`src/rtl/fuzzy_seq_pkg.sv`:
```
// Shared types, widths and the input clamp for the fuzzy sweep sequencer.
package fuzzy_seq_pkg;

    localparam int unsigned IDX_W = 9;
    localparam int unsigned IN_W  = 8;
    localparam int unsigned FOU_W = 6;

    typedef enum logic [2:0] {
        ST_IDLE,
        ST_RST_CORE,
        ST_SETTLE,
        ST_HOLD,
        ST_DONE
    } seq_state_e;

    typedef struct packed {
        logic [IN_W-1:0]  data;
        logic [FOU_W-1:0] fou;
        logic [IDX_W-1:0] i;
        logic [IDX_W-1:0] j;
    } seq_result_t;

    // Map a raw grid index onto the range the core accepts.
    function automatic logic [IN_W-1:0] clamp(input logic [IDX_W-1:0] v,
                                              input logic [IN_W-1:0]  lo,
                                              input logic [IN_W-1:0]  hi);
        if (v < IDX_W'(lo))      return lo;
        else if (v > IDX_W'(hi)) return hi;
        else                     return v[IN_W-1:0];
    endfunction

endpackage

```
`src/rtl/fuzzy_sweep_sequencer_if.sv`:
```
// Core drive/sample signals plus the result valid/ready stream.
interface fuzzy_sweep_sequencer_if;
    import fuzzy_seq_pkg::*;

    logic [IN_W-1:0]  Entrada_01;
    logic [IN_W-1:0]  Entrada_02;
    logic             EN_REGRAS;
    logic             rst_fuzzy;
    logic [IN_W-1:0]  saida_defuzzy;
    logic [FOU_W-1:0] FOU_ATIVO;
    logic             res_valid;
    logic             res_ready;
    logic [IN_W-1:0]  res_data;
    logic [FOU_W-1:0] res_fou;
    logic [IDX_W-1:0] res_i;
    logic [IDX_W-1:0] res_j;

    modport master (
        output Entrada_01, Entrada_02, EN_REGRAS, rst_fuzzy,
        output res_valid, res_data, res_fou, res_i, res_j,
        input  saida_defuzzy, FOU_ATIVO, res_ready
    );

    modport slave (
        input  Entrada_01, Entrada_02, EN_REGRAS, rst_fuzzy,
        input  res_valid, res_data, res_fou, res_i, res_j,
        output saida_defuzzy, FOU_ATIVO, res_ready
    );

endinterface

```
`src/rtl/fuzzy_grid_counter.sv`:
```
// Raster index pair (j inner, i outer) with look-ahead next point and last-point flag.
module fuzzy_grid_counter
    import fuzzy_seq_pkg::*;
#(
    parameter int unsigned STEP  = 1,
    parameter int unsigned LIMIT = 255
) (
    input  logic             clk_0,
    input  logic             rst,
    input  logic             clear,
    input  logic             advance,
    output logic [IDX_W-1:0] i,
    output logic [IDX_W-1:0] j,
    output logic [IDX_W-1:0] i_next_c,
    output logic [IDX_W-1:0] j_next_c,
    output logic             last_c
);

    localparam int unsigned SUM_W = IDX_W + 1;
    localparam logic [SUM_W-1:0] STEP_W  = SUM_W'(STEP);
    localparam logic [SUM_W-1:0] LIMIT_W = SUM_W'(LIMIT);

    logic [SUM_W-1:0] i_sum;
    logic [SUM_W-1:0] j_sum;
    logic             j_wrap;

    // One extra bit so index + STEP never wraps before the LIMIT compare.
    assign i_sum  = {1'b0, i} + STEP_W;
    assign j_sum  = {1'b0, j} + STEP_W;
    assign j_wrap = (j_sum >= LIMIT_W);
    assign last_c = (i_sum >= LIMIT_W) && j_wrap;

    always_comb begin
        i_next_c = i;
        j_next_c = j_sum[IDX_W-1:0];
        if (j_wrap) begin
            j_next_c = '0;
            i_next_c = i_sum[IDX_W-1:0];
        end
    end

    always_ff @(posedge clk_0) begin
        if (rst || clear) begin
            i <= '0;
            j <= '0;
        end else if (advance) begin
            i <= i_next_c;
            j <= j_next_c;
        end
    end

endmodule

```
`src/rtl/fuzzy_sweep_sequencer.sv`:
```
// Sweeps the fuzzy core over a 2-D input grid and streams one sampled result per point.
module fuzzy_sweep_sequencer
    import fuzzy_seq_pkg::*;
#(
    parameter int unsigned STEP          = 1,
    parameter int unsigned LIMIT         = 255,
    parameter int unsigned IN_MIN        = 1,
    parameter int unsigned IN_MAX        = 254,
    parameter int unsigned SETTLE_CYCLES = 21,
    parameter int unsigned RST_CYCLES    = 2
) (
    input  logic clk_0,
    input  logic Srst,
    input  logic start,
    input  logic abort,
    output logic busy,
    output logic done,
    fuzzy_sweep_sequencer_if.master bus
);

    localparam int unsigned RST_W = $clog2(RST_CYCLES + 1);
    localparam int unsigned SET_W = $clog2(SETTLE_CYCLES + 1);
    localparam logic [RST_W-1:0] RST_LAST = RST_W'(RST_CYCLES - 1);
    localparam logic [SET_W-1:0] SET_LAST = SET_W'(SETTLE_CYCLES - 1);
    localparam logic [IN_W-1:0]  LO = IN_W'(IN_MIN);
    localparam logic [IN_W-1:0]  HI = IN_W'(IN_MAX);

    seq_state_e       state;
    logic [RST_W-1:0] rst_cnt;
    logic [SET_W-1:0] settle_cnt;
    logic [IN_W-1:0]  in_1;
    logic [IN_W-1:0]  in_2;
    logic             en_regras;
    logic             rst_core;
    logic             res_valid_q;
    seq_result_t      res_q;

    logic [IDX_W-1:0] i;
    logic [IDX_W-1:0] j;
    logic [IDX_W-1:0] i_next_c;
    logic [IDX_W-1:0] j_next_c;
    logic             last_c;
    logic             active_c;
    logic             abort_c;
    logic             grid_clear_c;
    logic             grid_adv_c;

    assign active_c = (state inside {ST_RST_CORE, ST_SETTLE, ST_HOLD});
    assign abort_c  = abort && active_c;

    // Grid index control mirrors the FSM edges that restart or step the sweep.
    always_comb begin
        grid_clear_c = 1'b0;
        grid_adv_c   = 1'b0;
        if (abort_c) begin
            grid_clear_c = 1'b1;
        end else if ((state == ST_IDLE || state == ST_DONE) && start) begin
            grid_clear_c = 1'b1;
        end else if (state == ST_HOLD && bus.res_ready && !last_c) begin
            grid_adv_c = 1'b1;
        end
    end

    fuzzy_grid_counter #(
        .STEP  (STEP),
        .LIMIT (LIMIT)
    ) u_grid (
        .clk_0    (clk_0),
        .rst      (Srst),
        .clear    (grid_clear_c),
        .advance  (grid_adv_c),
        .i        (i),
        .j        (j),
        .i_next_c (i_next_c),
        .j_next_c (j_next_c),
        .last_c   (last_c)
    );

    always_ff @(posedge clk_0) begin
        if (Srst) begin
            state       <= ST_IDLE;
            rst_cnt     <= '0;
            settle_cnt  <= '0;
            in_1        <= '0;
            in_2        <= '0;
            en_regras   <= 1'b0;
            rst_core    <= 1'b1;
            res_valid_q <= 1'b0;
            res_q       <= '0;
            busy        <= 1'b0;
            done        <= 1'b0;
        end else if (abort_c) begin
            state       <= ST_IDLE;
            res_valid_q <= 1'b0;
            rst_core    <= 1'b1;
            en_regras   <= 1'b0;
            busy        <= 1'b0;
        end else begin
            case (state)
                ST_IDLE, ST_DONE: begin
                    if (start) begin
                        state   <= ST_RST_CORE;
                        rst_cnt <= '0;
                        done    <= 1'b0;
                        busy    <= 1'b1;
                    end
                end
                ST_RST_CORE: begin
                    if (rst_cnt == RST_LAST) begin
                        in_1       <= clamp(i, LO, HI);
                        in_2       <= clamp(j, LO, HI);
                        rst_core   <= 1'b0;
                        en_regras  <= 1'b1;
                        settle_cnt <= '0;
                        state      <= ST_SETTLE;
                    end else begin
                        rst_cnt <= rst_cnt + RST_W'(1);
                    end
                end
                ST_SETTLE: begin
                    if (settle_cnt == SET_LAST) begin
                        res_q.data  <= bus.saida_defuzzy;
                        res_q.fou   <= bus.FOU_ATIVO;
                        res_q.i     <= i;
                        res_q.j     <= j;
                        res_valid_q <= 1'b1;
                        state       <= ST_HOLD;
                    end else begin
                        settle_cnt <= settle_cnt + SET_W'(1);
                    end
                end
                ST_HOLD: begin
                    if (bus.res_ready) begin
                        res_valid_q <= 1'b0;
                        if (last_c) begin
                            state     <= ST_DONE;
                            done      <= 1'b1;
                            busy      <= 1'b0;
                            en_regras <= 1'b0;
                            rst_core  <= 1'b1;
                        end else begin
                            // Next point's inputs go out on the accepting edge.
                            in_1       <= clamp(i_next_c, LO, HI);
                            in_2       <= clamp(j_next_c, LO, HI);
                            settle_cnt <= '0;
                            state      <= ST_SETTLE;
                        end
                    end
                end
                default: state <= ST_IDLE;
            endcase
        end
    end

    assign bus.Entrada_01 = in_1;
    assign bus.Entrada_02 = in_2;
    assign bus.EN_REGRAS  = en_regras;
    assign bus.rst_fuzzy  = rst_core;
    assign bus.res_valid  = res_valid_q;
    assign bus.res_data   = res_q.data;
    assign bus.res_fou    = res_q.fou;
    assign bus.res_i      = res_q.i;
    assign bus.res_j      = res_q.j;

endmodule

```
`src/flat_wrapper.sv`:
```
// flat-port wrapper written by rule: the top's interface ports become plain ports
module fuzzy_sweep_sequencer_flat import fuzzy_seq_pkg::*;
#(
    parameter int unsigned STEP          = 1,
    parameter int unsigned LIMIT         = 255,
    parameter int unsigned IN_MIN        = 1,
    parameter int unsigned IN_MAX        = 254,
    parameter int unsigned SETTLE_CYCLES = 21,
    parameter int unsigned RST_CYCLES    = 2
)
  (clk_0, Srst, start, abort, busy, done, bus_Entrada_01, bus_Entrada_02, bus_EN_REGRAS, bus_rst_fuzzy, bus_res_valid, bus_res_data, bus_res_fou, bus_res_i, bus_res_j, bus_saida_defuzzy, bus_FOU_ATIVO, bus_res_ready);
  fuzzy_sweep_sequencer_if bus_i ();
  input  logic clk_0;
  input  logic Srst;
  input  logic start;
  input  logic abort;
  output logic busy;
  output logic done;
  output wire logic [$bits(bus_i.Entrada_01)-1:0] bus_Entrada_01;
  output wire logic [$bits(bus_i.Entrada_02)-1:0] bus_Entrada_02;
  output wire logic [$bits(bus_i.EN_REGRAS)-1:0] bus_EN_REGRAS;
  output wire logic [$bits(bus_i.rst_fuzzy)-1:0] bus_rst_fuzzy;
  output wire logic [$bits(bus_i.res_valid)-1:0] bus_res_valid;
  output wire logic [$bits(bus_i.res_data)-1:0] bus_res_data;
  output wire logic [$bits(bus_i.res_fou)-1:0] bus_res_fou;
  output wire logic [$bits(bus_i.res_i)-1:0] bus_res_i;
  output wire logic [$bits(bus_i.res_j)-1:0] bus_res_j;
  input wire logic [$bits(bus_i.saida_defuzzy)-1:0] bus_saida_defuzzy;
  input wire logic [$bits(bus_i.FOU_ATIVO)-1:0] bus_FOU_ATIVO;
  input wire logic [$bits(bus_i.res_ready)-1:0] bus_res_ready;
  assign bus_Entrada_01 = bus_i.Entrada_01;
  assign bus_Entrada_02 = bus_i.Entrada_02;
  assign bus_EN_REGRAS = bus_i.EN_REGRAS;
  assign bus_rst_fuzzy = bus_i.rst_fuzzy;
  assign bus_res_valid = bus_i.res_valid;
  assign bus_res_data = bus_i.res_data;
  assign bus_res_fou = bus_i.res_fou;
  assign bus_res_i = bus_i.res_i;
  assign bus_res_j = bus_i.res_j;
  assign bus_i.saida_defuzzy = bus_saida_defuzzy;
  assign bus_i.FOU_ATIVO = bus_FOU_ATIVO;
  assign bus_i.res_ready = bus_res_ready;
  fuzzy_sweep_sequencer #(.STEP(STEP), .LIMIT(LIMIT), .IN_MIN(IN_MIN), .IN_MAX(IN_MAX), .SETTLE_CYCLES(SETTLE_CYCLES), .RST_CYCLES(RST_CYCLES)) u_core (.clk_0(clk_0), .Srst(Srst), .start(start), .abort(abort), .busy(busy), .done(done), .bus(bus_i));
endmodule
```
`config.mk`:
```
export PLATFORM = sky130hd
export DESIGN_NAME = fuzzy_sweep_sequencer_flat
export DESIGN_NICKNAME = d
export VERILOG_FILES = /design/src/rtl/fuzzy_seq_pkg.sv /design/src/rtl/fuzzy_sweep_sequencer_if.sv /design/src/rtl/fuzzy_grid_counter.sv /design/src/rtl/fuzzy_sweep_sequencer.sv /design/src/flat_wrapper.sv
export SDC_FILE = /design/constraint.sdc
export NUM_CORES = 1
export LEC_CHECK = 0
export CORE_MARGIN = 1.5
export CORE_UTILIZATION = 58
export DETAILED_ROUTE_END_ITERATION = 12
export PLACE_DENSITY = 0.86
export SYNTH_ARGS = -nofsm -noshare
export SYNTH_HDL_FRONTEND = slang
export SYNTH_SLANG_ARGS = --single-unit
```
`constraint.sdc`:
```
create_clock -name clk_0 -period 3.66 [get_ports clk_0]
set_input_delay 0.366 -clock clk_0 [delete_from_list [all_inputs] [get_ports clk_0]]
set_output_delay 0.366 -clock clk_0 [all_outputs]
set_load 0.01 [all_outputs]
```
* Word level (Yosys, flattened, before mapping)
Cells that the tools add are included.
Word-level totals: register bits after elaboration 81, output and inout bits 53, input port bits 19, word-level logic and storage cells 122
Cells by class: mux-type cells 52, eq/ne operators 14, $lt $le $gt $ge 10, $add $sub $neg 4, reduce and logical (&&, ||, !) cells 25, bitwise logic cells 1
Operator list (count):
- $mux W8 | 14
- $gt A9 B8 Y1 const B | 4
- $lt A9 B1 Y1 const B | 4
- $pmux W8 S2 | 2
- $add A9 B1 Y10 const B | 2
- $ge A10 B8 Y1 const B | 2
- $mux W5 | 4
- $mux W9 | 2
- $reduce_and A4 Y1 | 4
- $mux W1 | 15
- $mux W3 | 5
- $pmux W5 S3 | 1
- $ne A2 B2 Y1 const B | 7
- $pmux W3 S4 | 1
- $pmux W1 S2 | 5
- $reduce_and A5 Y1 | 2
- $reduce_bool A2 Y1 | 4
- $eq A3 B2 Y1 const B | 2
- $reduce_and A3 Y1 | 2
- $reduce_and A6 Y1 | 1
- $add A5 B1 Y5 const B | 1
- $eq A5 B5 Y1 const B | 1
- $logic_and A1 B1 Y1 | 5
- $mux W2 | 2
- other kinds (12) | 14

* Depth between registers and ports, before layout
word-level depth 9, depth in mapped cells 12

* Modules after synthesis
A second synthesis with hierarchy kept.
Second synthesis, totals: cells, all modules 552, area, all modules 4281.6 sq um
Modules (own cells, without submodules):
- fuzzy_sweep_sequencer | times used 1, cells an instance 382, area an instance 2987.9 sq um, seq. area each 1261.2 sq um
- fuzzy_grid_counter | times used 1, cells an instance 170, area an instance 1293.7 sq um, seq. area each 360.3 sq um

* Least setup slack after synthesis
OpenSTA, ideal clock, no wires.
kind reg-to-reg, start point register u_core.u_grid.j[0], end point register u_core.in_1[1] (netlist: u_core.bus.Entrada_01[1]), arrival 2.171 ns, period minus slack after synthesis 2.303 ns, library setup time 0.132 ns, cell stages (with the launch flop) 12, path buffers 2, slack 1.357 ns, path through dfxtp_1 -> buf_2 -> inv_1 -> ha_1 -> o211ai_1 -> nand2b_1 -> o21ai_2 -> buf_6 -> nor2_1 -> a2111o_1 -> o311ai_1 -> a21oi_1
On the way: longest elaborated chain between the ends 9
RTL lines:
- start: declaration | line fuzzy_grid_counter.sv:13 | output logic [IDX_W-1:0] j,
- start signal: assignment | line fuzzy_grid_counter.sv:48 | j <= j_next_c;
- $add A9 B1 Y10 (*) | line fuzzy_grid_counter.sv:29 | assign j_sum = {1'b0, j} + STEP_W;
- $ge A10 B8 Y1 (*) | line fuzzy_grid_counter.sv:30 | assign j_wrap = (j_sum >= LIMIT_W);
- $mux W9 | line fuzzy_grid_counter.sv:36 | if (j_wrap) begin
- $gt A9 B8 Y1 | line fuzzy_seq_pkg.sv:28 | else if (v > IDX_W'(hi)) return hi;
- $mux W8 | line fuzzy_seq_pkg.sv:28
- $mux W8 | line fuzzy_seq_pkg.sv:27 | if (v < IDX_W'(lo)) return lo;
- $mux W8 | line fuzzy_sweep_sequencer.sv:135 | if (last_c) begin
- $mux W8 | line fuzzy_sweep_sequencer.sv:133 | if (bus.res_ready) begin
- $pmux W8 S2 | line fuzzy_sweep_sequencer.sv:99 | case (state)
- end signal: assignment | line fuzzy_sweep_sequencer.sv:110 | in_1 <= clamp(i, LO, HI);
- end signal: assignment | line fuzzy_sweep_sequencer.sv:143 | in_1 <= clamp(i_next_c, LO, HI);
- end: declaration | line fuzzy_sweep_sequencer.sv:31 | logic [IN_W-1:0] in_1;
Mark *: on every way between the ends. The rest lies on a longest branch, timed or not. The select of a mux whose other input is x is not followed. A chain may end at the register's enable or synchronous reset.

* Worst setup path in the final report
start point register u_core.u_grid.i[0], end point register u_core.in_2[2] (netlist: u_core.bus.Entrada_02[2])
On the way: longest elaborated chain between the ends 5
RTL lines:
- start: declaration | line fuzzy_grid_counter.sv:12 | output logic [IDX_W-1:0] i,
- start signal: assignment | line fuzzy_grid_counter.sv:47 | i <= i_next_c;
- $add A9 B1 Y10 | line fuzzy_grid_counter.sv:28 | assign i_sum = {1'b0, i} + STEP_W;
- $ge A10 B8 Y1 | line fuzzy_grid_counter.sv:31 | assign last_c = (i_sum >= LIMIT_W) && j_wrap;
- $logic_and A1 B1 Y1 | line fuzzy_grid_counter.sv:31
- $ne A2 B2 Y1 (no line)
- $reduce_and A5 Y1 (no line)
- end signal: assignment | line fuzzy_sweep_sequencer.sv:111 | in_2 <= clamp(j, LO, HI);
- end signal: assignment | line fuzzy_sweep_sequencer.sv:144 | in_2 <= clamp(j_next_c, LO, HI);
- end: declaration | line fuzzy_sweep_sequencer.sv:32 | logic [IN_W-1:0] in_2;
No other way between the ends.

==> impl_metrics.env <==
export IMPL_synth_cell_area_um2=4480
export IMPL_crit_required_ns=3.94
export IMPL_syn_to_final_growth_pct=18.8
export IMPL_cts_root_buf="clkbuf_8"
export IMPL_grt_pass1_wl_mm=20.6
export IMPL_synth_ff_type="dfxtp_1"
export IMPL_path_cells="ha_1 > nand3_2 > or2_1 > o21ai_2 > o31ai_4 > a21boi_2 > buf_4 > nor2_1 > a311oi_1"
export IMPL_cts_max_level=3
export IMPL_fin_tns_setup_ns=0
export IMPL_syn_nets=605
export IMPL_hold_start="Srst"
export IMPL_cts_setup_buffers=0
export IMPL_pre_cts_ws_ns=0.689
export IMPL_grt_max_degree=50
export IMPL_synth_seq_cells=81
export IMPL_power_leakage_nw=1.72
export IMPL_ir_drop_mv=0.222
export IMPL_yosysMostFrequentCell="nand2_1"
export IMPL_synthArstFlopShare_pct=0
export IMPL_die_h_um=90.9
export IMPL_cts_path_max_buffers=2
export IMPL_ant_nets=0
export IMPL_crit_fanout=14
export IMPL_synth_top_area_cell="dfxtp_1"
export IMPL_drt_pass1_iterations=5
export IMPL_num_fill_cells=571
export IMPL_drt_iter0_markers=253
export IMPL_wl_mm=12.6
export IMPL_vias=4391
export IMPL_clock_latency_ns=0.37
export IMPL_finalHoldViolations=0
export IMPL_rrSetupSlack_ns=0.61
export IMPL_r2r_end="u_core.bus.Entrada_02[2]$_SDFFE_PP0P_"
export IMPL_tightest_slew_ns=0.773
export IMPL_cts_num_sinks=81
export IMPL_die_area_um2=8270
export IMPL_cts_tree="done"
export IMPL_cp_data_arrival_time_ns=3.33
export IMPL_cp_num_buf_inv=1
export IMPL_worstReg2RegStart="u_core.u_grid.i[0]$_SDFFE_PP0P_"
export IMPL_syn_inst=577
export IMPL_drv_slew=0
export IMPL_ys_seq_area_share_pct=36.2
export IMPL_die_x_um=90.9
export IMPL_max_slew_margin_pct=48.4
export IMPL_grt_use_total_pct=31.0
export IMPL_gp_congestion=0.933
export IMPL_antenna_found_initial=0
export IMPL_syn_area_per_cell_um2=7.77
export IMPL_synth_area_leaders="dfxtp_1 (36%), nand2_1 (7.9%), a21oi_1 (7.7%)"
export IMPL_worstHoldPathCells=2
export IMPL_io_pins=72
export IMPL_power_density_nw_per_um2=312
export IMPL_hp_class="in -> reg"
export IMPL_cpLargestDelayFamily="compound AO/OA/AOI/OAI gates"
export IMPL_max_cap_violations=0
export IMPL_wl_per_cell_um=17.5
export IMPL_slowest_stage="dfxtp_1"
export IMPL_cp_end_kind="register"
export IMPL_avgViaCountPerCell=6.11
export IMPL_post_route_util_pct=72.3
export IMPL_hpwl_mm=8.74
export IMPL_critPathKind="reg -> reg"
export IMPL_cts_buffers_inserted=9
export IMPL_grt_setup_unrepaired="false"
export IMPL_rows=31
export IMPL_start_util_pct=60.8
export IMPL_min_to="u_core.settle_cnt[1]$_SDFFE_PP0P_"
export IMPL_setup_ws_ns=0.606
export IMPL_post_cts_resized=0
export IMPL_holdBufCountCts=0
export IMPL_r2r_cells=9
export IMPL_fin_crit_sh_pct=83.4
export IMPL_yosys_warnings=0
export IMPL_skew_ns=0.0150
export IMPL_first_global_vias=4200
export IMPL_synth_cell_types=70
export IMPL_whs_ns=0.317
export IMPL_synth_edf_count=0
export IMPL_clk_pin_slew_ns=0.09
export IMPL_clock_fmax_ghz=0.327
export IMPL_slowest_delay_ns=0.60
export IMPL_synth_common_cells="nand2_1 (94), dfxtp_1 (81), a21oi_1 (69)"
export IMPL_core_um2=7370
export IMPL_antenna_cells=0
export IMPL_start_kind="register"
export IMPL_status="finished, final reports clean"
export IMPL_drive_above_1_share_pct=9.03
export IMPL_overflow=0
export IMPL_netlist_area_leader_share_pct=36.2
export IMPL_port_buffers=71
export IMPL_nets=643
export IMPL_min_period_ns=3.05
export IMPL_setup_viol=0
export IMPL_drcViolationCount=0
-- power by group --
part | switching (W) | leakage (nW) | internal, W
Sequential | 0.00000742 | 0.653 | 0.000886
Combinational | 0.0000496 | 0.968 | 0.0000378
Clock | 0.000360 | 0.0966 | 0.000321
Total | 0.000417 | 1.72 | 0.00124
-- layout by cell type, fill, tap and decap left out, drive strengths merged, types with 2 or more instances in the layout --
| master | synthesis | routed |
|---|---|---|
| o31a | 2 | 2 |
| nand2 | 94 | 94 |
| clkinvlp | 0 | 2 |
| ha | 9 | 9 |
| a211o | 3 | 3 |
| nand4b | 2 | 2 |
| clkbuf | 30 | 9 |
| nor3 | 19 | 19 |
| a21oi | 70 | 70 |
| a211oi | 7 | 7 |
| a21bo | 2 | 2 |
| a31o | 4 | 4 |
| and4 | 2 | 2 |
| o31ai | 4 | 4 |
| xnor2 | 17 | 17 |
| clkdlybuf4s50 | 0 | 70 |
| or3 | 5 | 5 |
| nand3b | 2 | 2 |
| o311ai | 6 | 6 |
| nor4b | 2 | 2 |
| or2 | 4 | 4 |
| o211ai | 8 | 8 |
| and2 | 8 | 8 |
| mux2i | 6 | 6 |
| dfxtp | 81 | 81 |
| buf | 22 | 9 |
| nor2 | 58 | 58 |
| a2111o | 2 | 2 |
| o21ai | 22 | 22 |
| nor2b | 5 | 5 |
| a2111oi | 2 | 2 |
| nor3b | 4 | 4 |
| nor4 | 8 | 8 |
| inv | 11 | 14 |
| nand4 | 14 | 14 |
| nand2b | 4 | 4 |
| and3 | 4 | 4 |
| a31oi | 9 | 9 |
| nand3 | 11 | 11 |
-- registers in the layout, summed over array words and instances (netlist names) --
| name | flops |
|---|---|
| u_core.bus.res_i | 9 |
| u_core.rst_cnt | 2 |
| u_core.bus.res_valid | 1 |
| u_core.bus.res_data | 8 |
| u_core.state | 3 |
| u_core.settle_cnt | 5 |
| u_core.u_grid.j | 9 |
| u_core.bus.rst_fuzzy | 1 |
| u_core.u_grid.i | 9 |
| u_core.bus.res_j | 9 |
| u_core.bus.res_fou | 6 |
| u_core.done | 1 |
| u_core.bus.Entrada_02 | 8 |
| u_core.bus.EN_REGRAS | 1 |
| u_core.busy | 1 |
| u_core.bus.Entrada_01 | 8 |
-- layer usage --
metal | routed length, um | GRT usage, %
met5 | 0 | 0
met1 | 5340 | 39.1
met4 | 244 | 12.2
met3 | 776 | 4.52
met2 | 6190 | 52.9
-- layout make-up --
type	instances	area, um^2	share of cell area [%]
Tap cell	99	124	2.33
Sequential cell	81	1620	30.4
Clock inverter	7	76.3	1.43
Timing Repair Buffer	79	766	14.4
Multi-Input combinational cell	433	2570	48.3
Clock buffer	9	124	2.33
Inverter	11	41.3	0.775
-- worst register-to-register path: cells and delay by family (launching register included) --
family	cells	cell delay [ns]
AOI/OAI and AO/OA	4	1.04
and+or+nand+nor	3	0.61
DFF	1	0.60
adders and majority gates	1	0.44
buffers and inverters	1	0.27
-- kinds of logic after synthesis --
kind of cell | count (synthesis) | synth area share (%)
AO/OA/AOI/OAI | 153 | 22.6
XOR/XNOR | 17 | 3.32
adder cells (fa/ha/maj) | 9 | 2.51
buffers and inverters | 63 | 6.45
flip-flops | 81 | 36.2
multiplexers | 7 | 1.59
AND/OR/NAND/NOR | 247 | 27.4
-- how the worst max path moves through the flow --
stage	cells past startpoint	to	slack, ns	from
2_1_floorplan	11	u_core.bus.Entrada_01[1]$_SDFFE_PP0P_	1.36	u_core.u_grid.j[0]$_SDFFE_PP0P_
3_3_place_gp	8	u_core.bus.Entrada_02[4]$_SDFFE_PP0P_	0.76	u_core.u_grid.j[1]$_SDFFE_PP0P_
4_1_cts	8	u_core.bus.Entrada_02[4]$_SDFFE_PP0P_	0.66	u_core.u_grid.j[0]$_SDFFE_PP0P_
3_5_place_dp	8	u_core.bus.Entrada_02[4]$_SDFFE_PP0P_	0.69	u_core.u_grid.j[0]$_SDFFE_PP0P_
5_1_grt	8	u_core.bus.Entrada_02[4]$_SDFFE_PP0P_	0.39	u_core.u_grid.j[0]$_SDFFE_PP0P_
6_report	9	u_core.bus.Entrada_02[2]$_SDFFE_PP0P_	0.61	u_core.u_grid.i[0]$_SDFFE_PP0P_
-- metrics by stage --
| step | cells | power (W) | area (um^2) |
|---|---|---|---|
| 5_1_grt | 719 | 0.00172 | 5330 |
| 3_5_place_dp | 703 | 0.00100 | 5130 |
| 2_1_floorplan | 577 | 0.000961 | 4480 |
| 3_3_place_gp | 703 | 0.000998 | 5130 |
| 6_report | 719 | 0.00166 | 5330 |
| 4_1_cts | 719 | 0.00166 | 5330 |
No activity file was read; power rests on OpenSTA's default activity.
